### config.mk
export PLATFORM = sky130hd
export DESIGN_NAME = mnist_inference_sequencer
export DESIGN_NICKNAME = d
export VERILOG_FILES = /design/src/rtl/mnist_inference_sequencer.sv
export SDC_FILE = /design/constraint.sdc
export NUM_CORES = 1
export LEC_CHECK = 0
export BUFFER_PORTS_ARGS = -buffer_cell sky130_fd_sc_hd__buf_2
export CORE_MARGIN = 2
export CORE_UTILIZATION = 40
export CTS_CLUSTER_SIZE = 30
export DETAILED_ROUTE_END_ITERATION = 8
export GPL_TIMING_DRIVEN = 0
export PLACE_DENSITY = 0.61
export RECOVER_POWER = 25
export SYNTH_ARGS = -nofsm -noshare
export SYNTH_HDL_FRONTEND = slang
export SYNTH_SLANG_ARGS = --single-unit
### constraint.sdc
create_clock -name clk -period 2.1 [get_ports clk]
set_clock_uncertainty 0.1 [all_clocks]
set_input_delay 0.105 -clock clk [delete_from_list [all_inputs] [get_ports clk]]
set_output_delay 0.105 -clock clk [all_outputs]
set_load 0.005 [all_outputs]
### src/rtl/mnist_inference_sequencer.sv
// Control sequencer for a single-layer MNIST classifier: bias preload,
// pixel MAC sweep, pipeline drain, argmax over neuron scores.
module mnist_inference_sequencer #(
    parameter int NUM_PIXELS  = 784,
    parameter int NUM_CLASSES = 10,
    parameter int ROM_LATENCY = 1,
    parameter int SCORE_W     = 16
) (
    input  logic                      clk,
    input  logic                      rst,
    input  logic                      start,
    output logic                      busy,
    output logic [11:0]               pixel_addr,
    output logic [3:0]                bias_addr,
    output logic [NUM_CLASSES-1:0]    bias_load,
    output logic                      acc_clear,
    output logic                      acc_en,
    output logic [3:0]                score_sel,
    input  logic signed [SCORE_W-1:0] score_data,
    output logic [3:0]                digit,
    output logic                      digit_valid
);

    typedef enum logic [2:0] {
        IDLE,
        CLEAR,
        BIAS,
        ACCUM,
        DRAIN,
        ARGMAX,
        DONE
    } state_t;

    localparam logic [11:0] LAST_PIX = 12'(NUM_PIXELS - 1);
    localparam logic [11:0] LAST_CLS = 12'(NUM_CLASSES - 1);
    localparam logic [11:0] LAST_DRN = 12'(ROM_LATENCY);

    state_t state;
    state_t state_next;
    logic [11:0] cnt;
    logic [11:0] cnt_next;

    logic [ROM_LATENCY-1:0] bias_vld;
    logic [ROM_LATENCY-1:0] acc_vld;
    logic [3:0]             bias_idx [ROM_LATENCY];

    logic signed [SCORE_W-1:0] best;
    logic [3:0]                best_idx;
    logic                      take;

    always_ff @(posedge clk) begin
        if (rst) begin
            state <= IDLE;
            cnt   <= '0;
        end else begin
            state <= state_next;
            cnt   <= cnt_next;
        end
    end

    always_comb begin
        state_next = state;
        cnt_next   = cnt + 12'd1;
        unique case (state)
            IDLE: begin
                cnt_next = '0;
                if (start) state_next = CLEAR;
            end
            CLEAR: begin
                cnt_next   = '0;
                state_next = BIAS;
            end
            BIAS: begin
                if (cnt == LAST_CLS) begin
                    cnt_next   = '0;
                    state_next = ACCUM;
                end
            end
            ACCUM: begin
                if (cnt == LAST_PIX) begin
                    cnt_next   = '0;
                    state_next = DRAIN;
                end
            end
            DRAIN: begin
                if (cnt == LAST_DRN) begin
                    cnt_next   = '0;
                    state_next = ARGMAX;
                end
            end
            ARGMAX: begin
                if (cnt == LAST_CLS) begin
                    cnt_next   = '0;
                    state_next = DONE;
                end
            end
            DONE: begin
                cnt_next   = '0;
                state_next = IDLE;
            end
            default: begin
                cnt_next   = '0;
                state_next = IDLE;
            end
        endcase
    end

    assign busy        = (state != IDLE);
    assign acc_clear   = (state == CLEAR);
    assign digit_valid = (state == DONE);
    assign pixel_addr  = (state == ACCUM)  ? cnt      : '0;
    assign bias_addr   = (state == BIAS)   ? cnt[3:0] : '0;
    assign score_sel   = (state == ARGMAX) ? cnt[3:0] : '0;

    // Valid chain mirrors ROM read latency and keeps shifting across states.
    always_ff @(posedge clk) begin
        if (rst) begin
            bias_vld <= '0;
            acc_vld  <= '0;
            for (int i = 0; i < ROM_LATENCY; i++) bias_idx[i] <= '0;
        end else begin
            bias_vld[0] <= (state == BIAS);
            acc_vld[0]  <= (state == ACCUM);
            bias_idx[0] <= cnt[3:0];
            for (int i = 1; i < ROM_LATENCY; i++) begin
                bias_vld[i] <= bias_vld[i-1];
                acc_vld[i]  <= acc_vld[i-1];
                bias_idx[i] <= bias_idx[i-1];
            end
        end
    end

    assign acc_en    = acc_vld[ROM_LATENCY-1];
    assign bias_load = bias_vld[ROM_LATENCY-1]
                     ? (NUM_CLASSES'(1) << bias_idx[ROM_LATENCY-1])
                     : '0;

    // Strict compare keeps the lowest index on ties.
    assign take = (cnt == '0) || (score_data > best);

    always_ff @(posedge clk) begin
        if (rst) begin
            best     <= '0;
            best_idx <= '0;
            digit    <= '0;
        end else if (state == ARGMAX) begin
            if (take) begin
                best     <= score_data;
                best_idx <= cnt[3:0];
            end
            if (cnt == LAST_CLS) digit <= take ? cnt[3:0] : best_idx;
        end
    end

endmodule

==> flow_summary.yaml, run 1 <==
outcome:
  outcome: "complete, but fails checks"
  violations: "setup timing"
drt:
  drc_errors: 0
  antenna_left: 0
  routed_wl_um: 6888
  vias: 2447
  viasPerCell: 5.274
  drt_iter0_drc: 79
  drt_pass1_iterations: 4
  detail_route.wl_per_cell_um: 14.84
sta:
  worst_slew_pin_slew_ns: 0.6219
  slew_viol_final: 0
  slew_headroom: 0.5854
  period_needed_ns: 2.141
  min_period_over_period: 1.020
  setup_viol: 9
  fmax_mhz: 467.0
  fin_ws_ns: -0.04149
  rsz0062_at_grt: "yes"
  hold_violations: 0
synth:
  yosys_warnings: 0
  synth_area_per_cell_um2: 8.692
  synth-xor-area-share: 0.04017
  synth-edff-count: 0
  synth-main-ff-cell: "dfxtp_1"
  synth_cell_types: 53
  synth.cell_area_um2: 2616
  synth_seq_area_share: 0.3443
  synth-simple-area-share: 0.2406
  synth_fp_nets: 339
  synth_fa_ha_area_frac: 0.09087
  syn-instance-count: 301
  synth_top_family_by_area: "simple AND/OR/NAND/NOR gates"
  synth-compound-area-share: 0.1875
  synth_seq_cells: 45
  muxShareOfSynthArea: 0.02678
  synthArstFlopShare: 0
power_and_ir_drop:
  p_leak_nw: 1.402
  ir_worst_vdd_v: 0.0003688
  power_density_nw_per_um2: 587.2
setup_path:
  critPathCaptureType: "flop"
  reg2reg_depth: 8
  worstPathRequired_ns: 2.20
  critical_path_class: "reg -> reg"
  cp_data_arrival_time_ns: 2.24
  crit_path_start_kind: "flop"
  cp_max_fo: 4
layout:
  drive_gt1_frac: 0.3514
  multiInputGateArea_um2: 1819
  regArea_um2: 907.1
  design_area_um2: 3596
  final_common_cell: "buf_2"
  areaGrowthSynthToFinish_pct: 37.45
  antenna_cells: 0
  final_cell_mix: "50 x buf_2, 40 x nor2_1, 40 x dfxtp_1"
  fin_util: 0.5663
  fin_nets: 425
  nFillCells: 583
global_routing:
  grt_pass1_vias: 2405
  grt_max_degree: 14
  grt_pass1_wl_um: 11250
  grt_use_total: 0.1932
  grt_overflow: 0
  antenna_found_initial: 0
placement:
  post_dp_cell_area_um2: 3000
  dp_hpwl_um: 4523
  portBuffers: 56
  place.gp.congestion: 0.7654
die:
  top_level_ports: 57
  start_util: 0.4120
  fp.dieArea_um2: 7204
  row_count: 29
  die_w_um: 84.88
  core_area_um2: 6350
  die_h_um: 84.88
clock_tree:
  cts_buffers: 5
  worstSkewPairLatency_ns: 0.31
  cts-htree-levels: 2
  cts-root-buf: "clkbuf_8"
  clockBufferDepth: 2
  path_clk_slew_ns: 0.09
  clock_sinks: 45
  cts_tree: "yes"
worst_hold_path:
  min_path_cells: 3
  hp-class: "in -> reg"
run:
  max_cap_viol_count: 0
==> path summary, 6_finish.rpt <==
path,start,to,slack [ns]
setup / recovery,best[7]$_SDFFE_PP0P_,best_idx[3]$_SDFFE_PP0N_,-0.04
hold / removal,score_data[7],best[7]$_SDFFE_PP0P_,0.005
setup reg to reg,best[7]$_SDFFE_PP0P_,best_idx[3]$_SDFFE_PP0N_,-0.04
hold reg to reg,best_idx[2]$_SDFFE_PP0N_,digit[2]$_SDFFE_PP0P_,0.37
==> per-layer routing <==
layer | up-vias | GRT usage | share of wire | wire length [um]
met5 | - | 0 | 0 | 0
li1 | 1240 | - | - | -
met1 | 1151 | 0.2639 | 0.48 | 3311
met3 | 9 | 0.03599 | 0.039 | 266
met2 | 47 | 0.3092 | 0.46 | 3200
met4 | 0 | 0.06349 | 0.016 | 109
==> worst max-delay path, cell delays in order, from the launching register on <==
cell	delay [ns]
dfxtp_1	0.31
inv_1	0.10
ha_4	0.22
a21oi_1	0.16
o221ai_2	0.11
o21a_1	0.22
o21a_4	0.24
o21ai_4	0.25
mux2_4	0.32
==> logic make-up after synthesis <==
| kind of cell | after synthesis |
|---|---|
| simple gates | 117 |
| mux | 5 |
| xor+xnor | 12 |
| flops | 45 |
| buf+inv | 41 |
| fa+ha+maj | 19 |
| compound gates | 62 |
==> power breakdown <==
group / switching, mW / leakage, nW / internal [mW]
registers: 0.0292 / 0.365 / 0.885
logic: 0.307 / 0.982 / 0.238
clock network: 0.306 / 0.0540 / 0.346
==> registers in the layout (all words and copies together) (netlist names) <==
signal	cells
state	3
bias_vld	1
bias_idx	4
acc_en	1
best_idx	4
cnt	12
digit	4
best	16
==> per-stage QoR <==
| step | hold WS (ns) | total power, mW | setup WS [ns] | cells | setup TNS [ns] |
|---|---|---|---|---|---|
| 2_1_floorplan | 0.08763 | 1.246 | 0.002064 | 301 | 0 |
| 3_3_place_gp | 0.2303 | 1.367 | -0.1443 | 434 | -1.575 |
| 3_5_place_dp | 0.2239 | 1.373 | -0.1488 | 434 | -1.755 |
| 4_1_cts | 0.007289 | 2.069 | -0.1134 | 462 | -0.7669 |
| 5_1_grt | 0.006651 | 2.229 | -0.1618 | 464 | -2.900 |
| 6_report | 0.004976 | 2.112 | -0.04149 | 464 | -0.1849 |
==> timing repair <==
action,4_1_cts,5_1_grt
pin swaps,7,12
cloned,0,0
resized for setup,18,35
endpoints found under the hold margin,12,0
setup endpoints to repair,15,34
setup buffers,9,3
hold buffers,12,0
==> cell usage after synthesis, drive strengths merged (2+ instances only) <==
| cell | n | area share |
|---|---|---|
| nand3 | 8 | 0.015 |
| buf | 12 | 0.028 |
| and3b | 2 | 0.0067 |
| nand2b | 3 | 0.0072 |
| a21oi | 9 | 0.022 |
| o2111ai | 16 | 0.054 |
| nand3b | 3 | 0.0086 |
| nand2 | 15 | 0.022 |
| o21ai | 7 | 0.019 |
| o221ai | 2 | 0.0091 |
| nor3 | 10 | 0.029 |
| xor2 | 5 | 0.017 |
| clkbuf | 5 | 0.0072 |
| a31oi | 3 | 0.0072 |
| xnor2 | 7 | 0.023 |
| and3 | 4 | 0.0096 |
| nor3b | 3 | 0.0086 |
| nor4 | 2 | 0.0072 |
| nor2b | 6 | 0.014 |
| inv | 24 | 0.034 |
| nor2 | 40 | 0.057 |
| ha | 19 | 0.091 |
| o21a | 3 | 0.0086 |
| nand4 | 6 | 0.017 |
| mux2 | 4 | 0.023 |
| o31ai | 15 | 0.043 |
| dfxtp | 45 | 0.34 |
| a41oi | 2 | 0.0096 |
| and2 | 11 | 0.027 |
==> final cells by class <==
cell class / count / share of cell area
Multi-Input combinational cell: 215 / 0.5059
Sequential cell: 45 / 0.2523
Timing Repair Buffer: 80 / 0.1367
Tap cell: 77 / 0.02679
Inverter: 24 / 0.02505
Buffer: 16 / 0.02436
Clock buffer: 5 / 0.01914
Clock inverter: 2 / 0.009743
Note: power is estimated with default switching activity, not from simulation.
==> run 2, diff against run 1 <==
--- a/config.mk
+++ b/config.mk
@@ -13,6 +13,7 @@
 export GPL_TIMING_DRIVEN = 0
 export PLACE_DENSITY = 0.61
 export RECOVER_POWER = 25
+export SETUP_SLACK_MARGIN = 0.2
 export SYNTH_ARGS = -nofsm -noshare
 export SYNTH_HDL_FRONTEND = slang
 export SYNTH_SLANG_ARGS = --single-unit
==> flow_summary.yaml, run 2 (synthesized netlist as in run 1, its figures left out) <==
clock_tree:
  path_clk_slew_ns: 0.08
  cts_tree: "yes"
  cts-htree-levels: 2
  clock_sinks: 45
  clockBufferDepth: 2
  cts-root-buf: "clkbuf_8"
  cts_buffers: 5
  worstSkewPairLatency_ns: 0.30
sta:
  min_period_over_period: 1.063
  hold_violations: 1
  period_needed_ns: 2.233
  worst_slew_pin_slew_ns: 0.6854
  fin_ws_ns: -0.1330
  slew_headroom: 0.5431
  rsz0062_at_grt: "yes"
  fmax_mhz: 447.8
  tns_ns: -2.143
  setup_viol: 23
  whs_ns: -0.006716
  slew_viol_final: 0
setup_path:
  cp_data_arrival_time_ns: 2.32
  critical_path_class: "reg -> reg"
  worstPathRequired_ns: 2.19
  r2r_start: "best[9]$_SDFFE_PP0P_"
  r2r_slack_ns: -0.13
  cp_max_fo: 4
  crit_path_start_kind: "flop"
  endpoint: "best_idx[2]$_SDFFE_PP0N_"
  reg2reg_depth: 9
  r2r-end: "best_idx[2]$_SDFFE_PP0N_"
  crit_start: "best[9]$_SDFFE_PP0P_"
  critPathCaptureType: "flop"
drt:
  m1WireLength_um: 3221
  wl_met2_um: 3321
  vias: 2476
  viasPerCell: 5.371
  highest_layer: "met4"
  drt_pass1_iterations: 4
  wl_met3_um: 281
  routed_wl_um: 6928
  drc_errors: 0
  detail_route.wl_per_cell_um: 15.03
  antenna_left: 0
  drt_iter0_drc: 82
global_routing:
  grt_max_degree: 14
  grt_pass1_wl_um: 11640
  grt_overflow: 0
  antenna_found_initial: 0
  grt_use_total: 0.1976
  grt_pass1_vias: 2438
power_and_ir_drop:
  power_frac_comb: 0.265
  netSwitchingFraction: 0.2992
  power.internal_mw: 1.539
  pwr-share-seq: 0.420
  p_leak_nw: 1.400
  p_switching_uw: 657.1
  clockPowerShare: 0.315
  ir_worst_vdd_v: 0.0004143
  power_density_nw_per_um2: 603.8
run:
  max_cap_viol_count: 0
layout:
  fin_util: 0.5728
  reg_top3: "best: 16 flops, cnt: 12 flops"
  final_cell_mix: "51 x buf_2, 39 x nor2_1, 36 x dfxtp_1"
  antenna_cells: 0
  largest_reg_flops: 16
  fin_cells: 461
  nFillCells: 555
  areaGrowthSynthToFinish_pct: 39.02
  drive_gt1_frac: 0.3750
  fin_nets: 421
  largest-register: "best"
  design_area_um2: 3637
  final_common_cell: "buf_2"
die:
  core_area_um2: 6350
  fp.dieArea_um2: 7204
  top_level_ports: 57
  start_util: 0.4120
  die_w_um: 84.88
  die_h_um: 84.88
  row_count: 29
placement:
  place.gp.congestion: 0.8399
  placed_cells: 434
  dp_hpwl_um: 4692
  post-place-ws_ns: -0.1921
  post_dp_cell_area_um2: 3017
  portBuffers: 56
outcome:
  outcome: "complete, but fails checks"
  violations: "hold timing, setup timing"
worst_hold_path:
  min_path_cells: 3
  hp-class: "in -> reg"
## run 2: changes by cell type in the layout (fill, tap and decap cells not counted), moves of 3 or more
cell and change:
dfxtp_1 -4, dfxtp_2 +4, dlygate4sd3_1 -6, o2111ai_1 +3
o2111ai_2 -5, o31ai_2 -3
## run 2: critical path: stages (launching register included)
cell and delay [ns]:
dfxtp_1 0.30, inv_1 0.10, ha_4 0.22, a21oi_2 0.15
o21a_1 0.18, o2111ai_4 0.16, o21a_1 0.23, buf_6 0.13
o21ai_4 0.23, mux2_4 0.32
## run 2: repair_timing
| item | CTS | global route |
|---|---|---|
| gates resized for setup | 11 | 53 |
| buffers inserted | 9 | 4 |
| hold buffers | 6 | 0 |
| hold endpoints to repair | 7 | 0 |
| pin swaps | 5 | 16 |
| setup endpoints to repair | 37 | 39 |
## run 2: per-stage QoR
step,power (mW),hold WS [ns]
after floorplan,1.248,0.08763
after global placement,1.371,0.2384
after detailed placement,1.378,0.2208
after CTS,2.101,-0.002641
after global routing,2.304,0.01429
final,2.196,-0.006716
## run 2: per-layer routing
layer | vias up | track usage
li1 | 1238 | -
met3 | 9 | 0.03599
met4 | 0 | 0.06638
met2 | 48 | 0.3271
met5 | - | 0
met1 | 1181 | 0.2609
## run 2: cell type report
cell class | instances | area [um2] | area share
Tap cell | 77 | 96.34 | 0.02649
Clock buffer | 7 | 86.33 | 0.02374
Buffer | 17 | 105.1 | 0.02890
Multi-Input combinational cell | 215 | 1864 | 0.5126
Timing Repair Buffer | 75 | 452.9 | 0.1245
Clock inverter | 1 | 30.03 | 0.008256
Sequential cell | 45 | 912.1 | 0.2508
Inverter | 24 | 90.09 | 0.02477
## run 2: worst min-delay path by stage
stage                        startpoint                   endpoint  slack, ns
after global placement              rst  bias_idx[0][2]$_SDFF_PP0_       0.24
after detailed placement            rst  bias_idx[0][2]$_SDFF_PP0_       0.22
after CTS                 score_data[9]       best[9]$_SDFFE_PP0P_     -0.003
after global routing      score_data[2]       best[2]$_SDFFE_PP0P_       0.01
final                     score_data[2]       best[2]$_SDFFE_PP0P_     -0.007
after floorplan                     rst  bias_idx[0][2]$_SDFF_PP0_       0.09
## run 2: power by group through the flow
stage          registers (mW)  logic (mW)  clock network, mW
2_1_floorplan           0.924       0.323                  0
4_1_cts                 0.913       0.487              0.701
3_5_place_dp            0.932       0.445                  0
5_1_grt                 0.928       0.642              0.734
3_3_place_gp            0.930       0.441                  0
6_report                0.922       0.583              0.691
